**src/rtl/clut_pixel_arbiter.sv**
```systemverilog
// clut_pixel_arbiter
// Per-pixel front end for the CLUT: selects one colour index from two tile
// layers and the sprite layer by priority/opacity, defers CPU palette-bank
// changes to the next vertical-blank start, and provides a self-test sweep
// that steps every CLUT index once. All outputs come straight from flops.

module clut_pixel_arbiter #(
    parameter logic [7:0] BG_INDEX = 8'h00,
    parameter int         PRI_W    = 3
) (
    input  logic             CLK_6M,
    input  logic             CLR,
    input  logic             PIX_EN,
    input  logic             HBLANK,
    input  logic             VBLANK,
    input  logic [7:0]       L0_D,
    input  logic [PRI_W-1:0] L0_PRI,
    input  logic             L0_OPQ,
    input  logic [7:0]       L1_D,
    input  logic [PRI_W-1:0] L1_PRI,
    input  logic             L1_OPQ,
    input  logic [7:0]       SP_D,
    input  logic [PRI_W-1:0] SP_PRI,
    input  logic             SP_OPQ,
    input  logic             BANK_REQ,
    input  logic             BANK_SEL,
    output logic             BANK_PEND,
    input  logic             SWEEP_START,
    output logic             SWEEP_BUSY,
    output logic [7:0]       CLUT_D,
    output logic             CLUT_BANK,
    output logic             BLANK_OUT
);

    typedef enum logic [0:0] {
        ST_NORMAL = 1'b0,
        ST_SWEEP  = 1'b1
    } state_t;

    // Pixel-path / sweep registers and their next values
    state_t           r_state;
    state_t           w_state_nxt;
    logic [7:0]       r_sweep_cnt;
    logic [7:0]       w_sweep_cnt_nxt;
    logic [7:0]       r_clut_d;
    logic [7:0]       w_clut_d_nxt;
    logic             r_blank;
    logic             w_blank_nxt;
    logic             r_sweep_busy;
    logic             w_sweep_busy_nxt;

    // Bank deferral registers
    logic             r_vblank_prev;
    logic             r_bank;
    logic             r_bank_pend;
    logic             r_pend_val;
    logic             w_vb_rise;

    // Arbitration result
    logic [7:0]       w_arb_d;
    logic [PRI_W-1:0] w_arb_pri;
    logic             w_arb_hit;

    assign w_vb_rise = VBLANK & ~r_vblank_prev;

    // Layer arbitration: layers are visited in tie-break order (SP, L0, L1)
    // and a later layer only replaces the current pick on a strictly higher
    // priority, so equal priorities keep the earlier layer.
    always_comb begin
        w_arb_hit = 1'b0;
        w_arb_pri = '0;
        w_arb_d   = BG_INDEX;
        if (SP_OPQ) begin
            w_arb_hit = 1'b1;
            w_arb_pri = SP_PRI;
            w_arb_d   = SP_D;
        end else begin
            w_arb_hit = 1'b0;
        end
        if (L0_OPQ && (!w_arb_hit || (L0_PRI > w_arb_pri))) begin
            w_arb_hit = 1'b1;
            w_arb_pri = L0_PRI;
            w_arb_d   = L0_D;
        end else begin
            w_arb_hit = w_arb_hit;
        end
        if (L1_OPQ && (!w_arb_hit || (L1_PRI > w_arb_pri))) begin
            w_arb_hit = 1'b1;
            w_arb_pri = L1_PRI;
            w_arb_d   = L1_D;
        end else begin
            w_arb_hit = w_arb_hit;
        end
    end

    // Sweep FSM next state plus next values for the pixel output stage
    always_comb begin
        w_state_nxt      = r_state;
        w_sweep_cnt_nxt  = r_sweep_cnt;
        w_clut_d_nxt     = r_clut_d;
        w_blank_nxt      = r_blank;
        w_sweep_busy_nxt = r_sweep_busy;
        case (r_state)
            ST_NORMAL: begin
                if (PIX_EN) begin
                    w_clut_d_nxt = w_arb_d;
                    w_blank_nxt  = HBLANK | VBLANK;
                end else begin
                    w_clut_d_nxt = r_clut_d;
                end
                // Start is honoured on any clock, not only on pixel strobes
                if (SWEEP_START) begin
                    w_state_nxt      = ST_SWEEP;
                    w_sweep_cnt_nxt  = 8'h00;
                    w_sweep_busy_nxt = 1'b1;
                end else begin
                    w_state_nxt = ST_NORMAL;
                end
            end
            ST_SWEEP: begin
                if (PIX_EN) begin
                    w_clut_d_nxt    = r_sweep_cnt;
                    w_blank_nxt     = 1'b0;
                    w_sweep_cnt_nxt = r_sweep_cnt + 8'd1;
                    if (r_sweep_cnt == 8'hFF) begin
                        w_state_nxt      = ST_NORMAL;
                        w_sweep_busy_nxt = 1'b0;
                    end else begin
                        w_state_nxt = ST_SWEEP;
                    end
                end else begin
                    w_state_nxt = ST_SWEEP;
                end
            end
            default: begin
                w_state_nxt      = ST_NORMAL;
                w_sweep_cnt_nxt  = 8'h00;
                w_sweep_busy_nxt = 1'b0;
            end
        endcase
    end

    // State register and registered pixel outputs
    always_ff @(posedge CLK_6M or negedge CLR) begin
        if (!CLR) begin
            r_state      <= ST_NORMAL;
            r_sweep_cnt  <= 8'h00;
            r_clut_d     <= BG_INDEX;
            r_blank      <= 1'b1;
            r_sweep_busy <= 1'b0;
        end else begin
            r_state      <= w_state_nxt;
            r_sweep_cnt  <= w_sweep_cnt_nxt;
            r_clut_d     <= w_clut_d_nxt;
            r_blank      <= w_blank_nxt;
            r_sweep_busy <= w_sweep_busy_nxt;
        end
    end

    // Bank deferral: runs every clock independent of PIX_EN and sweep; a
    // request landing on the vblank edge bypasses the pending slot.
    always_ff @(posedge CLK_6M or negedge CLR) begin
        if (!CLR) begin
            r_vblank_prev <= 1'b1;
            r_bank        <= 1'b0;
            r_bank_pend   <= 1'b0;
            r_pend_val    <= 1'b0;
        end else begin
            r_vblank_prev <= VBLANK;
            if (w_vb_rise) begin
                if (BANK_REQ) begin
                    r_bank <= BANK_SEL;
                end else if (r_bank_pend) begin
                    r_bank <= r_pend_val;
                end else begin
                    r_bank <= r_bank;
                end
                r_bank_pend <= 1'b0;
            end else if (BANK_REQ) begin
                r_pend_val  <= BANK_SEL;
                r_bank_pend <= 1'b1;
            end else begin
                r_bank_pend <= r_bank_pend;
            end
        end
    end

    assign CLUT_D     = r_clut_d;
    assign BLANK_OUT  = r_blank;
    assign SWEEP_BUSY = r_sweep_busy;
    assign CLUT_BANK  = r_bank;
    assign BANK_PEND  = r_bank_pend;

endmodule

```
**config.mk**
```make
export PLATFORM = sky130hd
export DESIGN_NAME = clut_pixel_arbiter
export DESIGN_NICKNAME = d
export VERILOG_FILES = /design/src/rtl/clut_pixel_arbiter.sv
export SDC_FILE = /design/constraint.sdc
export NUM_CORES = 1
export LEC_CHECK = 0
export CORE_ASPECT_RATIO = 0.75
export CORE_MARGIN = 5
export CORE_UTILIZATION = 45
export CTS_CLUSTER_SIZE = 14
export DETAILED_ROUTE_END_ITERATION = 6
export GPL_TIMING_DRIVEN = 0
export PLACE_DENSITY_LB_ADDON = 0.3
export SLEW_MARGIN = 20
export SYNTH_ARGS = -nofsm -noshare
export SYNTH_HDL_FRONTEND = slang
export SYNTH_SLANG_ARGS = --single-unit
```
**constraint.sdc**
```tcl
create_clock -name CLK_6M -period 1.47 [get_ports CLK_6M]
set_input_delay 0.294 -clock CLK_6M [delete_from_list [all_inputs] [get_ports CLK_6M]]
set_output_delay 0.294 -clock CLK_6M [all_outputs]
set_load 0.02 [all_outputs]
```
==> reports/summary.txt, run 1 <==
outcome - complete, but fails checks
failing checks - hold timing, setup timing
Filler cells - 204
Mapped Avg Cell Area - 8.93 um2
max-slew violations - 0
worst r2r path cells - 5
worst vdd ir - 0.968 mV
CP endpoint kind - flip-flop
crit path kind - input port to flip-flop
max cap viols - 0
Placer Congestion - 0.811
simple logic cell fraction of the synthesized area - 20.4%
first-pass GRT wire length - 7.65 mm
Post-Syn Instances - 177
Root Buffer - clkbuf_8
worst hold path type - input port to async pin
synth unique cells - 37
total gr overflow - 0
Port Buf Inserts - 55
Post-synth EDFFs - 0
commonest non-fill, non-tap cell in the layout - clkdlybuf4s50_1
power density cells - 1010 mW/mm2
Final Util - 78.6%
Slew @ Worst Pin - 0.704 ns
Final WS setup - -1.26 ns
post-route ant nets - 0
Tcrit/Tclk final - 186%
Startpoint Class - input port
Synth Area in Compound Gates - 25.7%
H-tree depth - 1
CTS tree - yes
area of the die - 0.00481 mm2
sequential area share after synthesis - 36.6%
Final Cell Area - 0.00262 mm2
Top FF cell, synth - dfrtp_1
final wirelength - 5.34 mm
clock sinks - 23
Multi-input gate area - 0.00118 mm2
total CTS buffers - 3
post-synth top area share - 33.3%
synth top area cells - dfrtp_1, a21oi_1, a221oi_2, ha_1, nand2b_1
vias in the first global route - 1629
final hold violations - 9
Min Hold Slack - -0.0105 ns
largest net degree at the start of global routing - 24
Static Leak - 1.13 nW
Async SR Flop Fraction - 100%
placement row count - 18
Synth Warn # - 0
starting density of the core - 47.4%
worst-case clock buffer depth - 2
adder-cell share of the synthesized area - 5.54%
# IOs - 56
Initial DRC Count - 80
DR pass1 iterations - 4
clk_skew - 0.00205 ns
Via-to-Cell Ratio - 5.68
DRC violations left - 0
register bit total from synthesis - 23
Net Count, Synth - 228
total number of vias - 1664
final antenna diode count - 0
Final setup viols - 9
cell count after placement - 272
crit-path max FO - 7
multiplexer share of the synthesized area - 2.85%
layout cells sized above 1 - 31.2%
xor and xnor area share after synthesis - 2.77%
Placed Area - 0.00228 mm2
Clock Latency Late Sink - 0.27 ns
Worst Path Required - 1.64 ns
antenna violations before repair - 0
synthesized area - 0.00158 mm2
chip width - 78.4 um
Reg area - 579 um2
Achievable Freq - 366 MHz
Placeable Area - 0.00333 mm2
Tmin final - 2.73 ns
P&R area growth vs syn - 65.7%
Non-Filler Instances - 293
leading area contributor after synthesis - dfrtp_1
most frequent cells in the layout - clkdlybuf4s50_1, dfrtp_1, a21oi_1
RSZ-0062 raised after global routing - true
height of the die - 61.3 um
Worst-path clk slew - 0.08 ns
largest family of logic cells by synthesized area - compound AO/OA/AOI/OAI gates
gr usage total - 20.7%
max_slew headroom - 52.9%
Final #Nets - 305
worst path arrival time - 2.90 ns
routed len/inst - 18.2 um
Final HPWL DP - 3.44 mm
## worst max-delay path, cell delays in order
cell and delay [ns]:
buf_8 0.09, buf_12 0.10, nand2_4 0.05, ha_4 0.29, nand3b_1 0.12, a21oi_4 0.15, o21a_1 0.19, buf_6 0.18
mux2_4 0.34, ha_4 0.27, nand3_2 0.09, a21o_1 0.19, and4b_4 0.24, a221oi_2 0.29
## power by group
| group | leakage [nW] | internal, W | switching (W) |
|---|---|---|---|
| Sequential | 0.277 | 0.000825 | 0.000175 |
| Combinational | 0.831 | 0.000610 | 0.000638 |
| Clock | 0.0228 | 0.000194 | 0.000199 |
| Total | 1.13 | 0.00163 | 0.00101 |
## logic make-up (layout without fill, tap and decap cells)
logic type	count (synthesis)	in the layout
and+or+nand+nor	62	62
AOI/OAI and AO/OA	56	56
muxes	4	4
adders and majority gates	7	7
xor gates and xnor gates	5	5
DFF	23	23
buffers and inverters	20	96
## final cells by class
class,count,area share (%)
buffer,6,2.15
clock buffer,4,1.72
inverter,13,1.86
multi-input combinational,134,45.1
sequential,23,22.1
tap,40,1.91
timing repair buffer,73,25.2
## per-stage QoR
step	hold slack, ns	setup TNS [ns]	setup slack (ns)	power [W]
floorplan	-0.00159	-9.59	-1.24	0.00167
global placement	0.496	-21.64	-2.13	0.00212
detailed placement	0.499	-21.80	-2.16	0.00214
CTS	0.517	-9.20	-1.20	0.00253
global route	0.0400	-10.29	-1.32	0.00279
finish	-0.0105	-9.63	-1.26	0.00264
## timing repair
item                                    CTS  global route
hold buffers                              0             0
resized for setup                        56            18
buffers inserted                         11             7
endpoints found under the setup margin   26            14
pin swaps                                23            17
## cell usage after synthesis (2+ instances only)
cell,count
buf_2,2
buf_4,3
a21oi_2,2
nand3_1,5
nand2_1,15
dfstp_2,2
a221oi_2,7
a21oi_1,22
o22ai_1,3
xor2_1,2
xnor2_1,3
nand2b_1,10
a21o_1,2
ha_1,7
a31oi_1,8
dfrtp_1,21
and3_1,3
nor2_1,13
nor2b_1,10
o21ai_0,5
inv_1,13
mux2_2,4
## worst paths after layout
kind / from / endpoint / slack [ns]
hold reg to reg: r_pend_val / r_pend_val / 0.52
min in group CLK_6M: r_pend_val / r_pend_val / 0.52
hold / removal: CLR / r_sweep_cnt[5] / -0.01
setup / recovery: SP_OPQ / CLUT_D[0] / -1.26
setup reg to reg: r_sweep_cnt[0] / SWEEP_BUSY / -0.01
max in group asynchronous: CLR / r_state / 1.10
## metal layers
layer  wire [um]  GRT usage, %  vias up  share of wire [%]
li1            -             -      791                  -
met1        2310          27.5      790                 43
met2        2540          33.9       75                 48
met3         445          5.99        8                8.3
met4          43          4.99        0               0.81
met5           0             0        -                  0
## state kept, by name, indices dropped and copies added (netlist names)
signal,count
CLUT_D,8
BLANK_OUT,1
CLUT_BANK,1
SWEEP_BUSY,1
r_pend_val,1
BANK_PEND,1
r_state,1
r_sweep_cnt,8
r_vblank_prev,1
Note: power is estimated with default switching activity, not from simulation.
==> run 2: changes to the inputs <==
--- a/config.mk
+++ b/config.mk
@@ -12,7 +12,7 @@
 export DETAILED_ROUTE_END_ITERATION = 6
 export GPL_TIMING_DRIVEN = 0
 export PLACE_DENSITY_LB_ADDON = 0.3
-export SLEW_MARGIN = 20
+export SLEW_MARGIN = 40
 export SYNTH_ARGS = -nofsm -noshare
 export SYNTH_HDL_FRONTEND = slang
 export SYNTH_SLANG_ARGS = --single-unit
==> results of run 2 <==
Same layout as run 1: the final DEF is identical, and so are final timing and power.
Main changes from that run: cell area after placement 2280 um2 -> 2270 um2; wire length of the first global-routing pass 7650 um -> 7640 um; met1 usage 27.5% -> 27.4%; met2 usage 33.9% -> 34.0%
==> run 3: changes to the inputs <==
--- a/config.mk
+++ b/config.mk
@@ -7,7 +7,8 @@
 export LEC_CHECK = 0
 export CORE_ASPECT_RATIO = 0.75
 export CORE_MARGIN = 5
-export CORE_UTILIZATION = 45
+export CORE_UTILIZATION = 46
+export CTS_BUF_LIST = sky130_fd_sc_hd__clkbuf_4
 export CTS_CLUSTER_SIZE = 14
 export DETAILED_ROUTE_END_ITERATION = 6
 export GPL_TIMING_DRIVEN = 0
==> reports/summary.txt, run 3 (synthesized netlist as in run 1, its figures left out) <==
Min Hold Slack - 0.405 ns (+0.415 ns)
H-tree depth - 1 (unchanged)
Final WS setup - -1.12 ns (+0.141 ns)
Port Buf Inserts - 55 (unchanged)
Via-to-Cell Ratio - 5.51 (-2.9%)
worst vdd ir - 0.677 mV (-30%)
largest net degree at the start of global routing - 24 (unchanged)
# IOs - 56 (unchanged)
Final Power - 0.00253 W (-4.0%)
Final Util - 76.3% (-2.3 points)
chip width - 77.7 um (-0.95%)
Reg-to-Reg Start - r_state
total gr overflow - 0 (unchanged)
area of the die - 0.00472 mm2 (-1.9%)
Clock Latency Late Sink - 0.32 ns (+0.05 ns)
flop-to-flop setup slack - -0.01 ns (about the same)
power density cells - 1000 mW/mm2 (-0.45%)
outcome - complete, but fails checks
gr usage total - 20.7% (+0.063 points)
starting density of the core - 47.7% (+0.32 points)
max-slew violations - 0 (unchanged)
CTS tree - yes
antenna violations before repair - 0 (unchanged)
height of the die - 60.8 um (-0.91%)
Critical-path top delay cell - a221oi_2
Tcrit/Tclk final - 176% (-9.6 points)
layout cells sized above 1 - 29.9% (-1.3 points)
routed len/inst - 16.2 um (-11%)
commonest non-fill, non-tap cell in the layout - clkdlybuf4s50_1
Initial DRC Count - 79 (-1.3%)
worst r2r path cells - 4 (-1)
worst hold path depth - 2
Placer Congestion - 0.816 (+0.64%)
worst hold path type - input port to flip-flop
Crit path largest cell delay - 0.27 ns (-0.07 ns)
Final #Nets - 303 (-0.66%)
total CTS buffers - 3 (unchanged)
most frequent cells in the layout - clkdlybuf4s50_1, dfrtp_1, a21oi_1
post-route ant nets - 0 (unchanged)
Achievable Freq - 386 MHz (+5.5%)
Tmin final - 2.59 ns (-0.141 ns)
Root Buffer - clkbuf_4
clk_skew - 0.00573 ns (+0.00368 ns)
final hold violations - 0 (-9)
crit-path max FO - 7 (unchanged)
Worst-path clk slew - 0.13 ns (+0.05 ns)
Worst Hold End - r_sweep_cnt[2]
crit path kind - input port to flip-flop
Static Leak - 1.12 nW (-0.57%)
cell count after placement - 272 (unchanged)
worst-case clock buffer depth - 2 (unchanged)
total number of vias - 1604 (-3.6%)
Final setup viols - 8 (-1)
final wirelength - 4.72 mm (-11%)
vias in the first global route - 1580 (-3.0%)
Final HPWL DP - 3.42 mm
Startpoint Class - input port
Non-Filler Instances - 291 (-0.68%)
P&R area growth vs syn - 59.8%
Worst Path Required - 1.71 ns (+0.07 ns)
first-pass GRT wire length - 7.75 mm
Placeable Area - 0.00331 mm2 (-0.68%)
RSZ-0062 raised after global routing - true
setup TNS - -8.72 ns (+0.909 ns)
placement row count - 18 (unchanged)
worst path arrival time - 2.83 ns (-0.07 ns)
DR pass1 iterations - 4 (unchanged)
Hold Startpoint - SWEEP_START
DRC violations left - 0 (unchanged)
max cap viols - 0 (unchanged)
CP cell instances - buf_8 -> buf_12 -> nand2_8 -> ha_4 -> a21oi_2 -> a21oi_4 -> o21a_1 -> buf_6 -> buf_4 -> a21oi_4 -> ha_4 -> nand2_1 -> o21ai_2 -> a21o_1 -> and4b_4 -> a221oi_2
CP endpoint kind - flip-flop
CP Launch Point - SP_OPQ
Slew @ Worst Pin - 0.521 ns (-0.183 ns)
failing checks - setup timing
final antenna diode count - 0 (unchanged)
max_slew headroom - 65.3% (+12 points)
worst reg2reg endpoint - CLUT_D[6]
clock sinks - 23 (unchanged)
run 3: cell count changes in the layout (fill, tap and decap cells not counted), moves of 2 or more:
cell / previous run / this run
a31oi_1: 1 / 8
a31oi_4: 7 / 0
clkbuf_4: 1 / 5
clkbuf_8: 3 / 0
buf_4: 18 / 16
dlygate4sd2_1: 14 / 12
ha_1: 2 / 0
run 3: worst max path at each step:
stage                end  slack (ns)
2_1_floorplan  CLUT_D[0]       -1.24
3_3_place_gp   CLUT_D[5]       -2.15
3_5_place_dp   CLUT_D[1]       -2.22
4_1_cts        CLUT_D[1]       -1.11
5_1_grt        CLUT_D[0]       -1.23
6_report       CLUT_D[1]       -1.12
run 3: final cells by class:
| cell class | count | area (um2) |
|---|---|---|
| flip-flops and latches | 23 | 579 |
| multi-input cells | 134 | 1100 |
| plain buffers | 6 | 58.8 |
| fillers | 230 | 786 |
| inverters | 13 | 48.8 |
| repair buffers | 71 | 653 |
| well taps | 40 | 50.0 |
| clock buffers | 4 | 30.0 |
run 3: where the power goes:
group	internal, W	switching (W)
Sequential	0.000823	0.000157
Clock	0.000125	0.000204
Combinational	0.000619	0.000606
Total	0.00157	0.000967
run 3: metal layers:
layer / share of wire, % / vias to the layer above / global-route usage (%)
li1: - / 780 / -
met1: 46 / 747 / 28.9
met2: 44 / 71 / 33.1
met3: 8.7 / 6 / 5.34
met4: 1.1 / 0 / 3.92
met5: 0 / - / 0
run 3: worst max-delay path, delay by kind of cell:
kind | cells | cell delay (ns)
simple gates | 3 | 0.37
buf+inv | 4 | 0.53
compound gates | 7 | 1.20
fa+ha+maj | 2 | 0.44
run 3: metrics by stage:
stage,cell area [um2],worst slack (ns)
floorplan,1680,-1.24
detailed placement,2270,-2.22
global placement,2280,-2.15
global route,2520,-1.23
finish,2520,-1.12
CTS,2470,-1.11
run 3: what timing repair did:
| item | CTS | global route |
|---|---|---|
| setup endpoints to repair | 26 | 15 |
| buffers inserted | 11 | 4 |
| resized for setup | 56 | 12 |
| hold buffers | 1 | 0 |
| hold endpoints to repair | 21 | 0 |
| pin swaps | 17 | 14 |
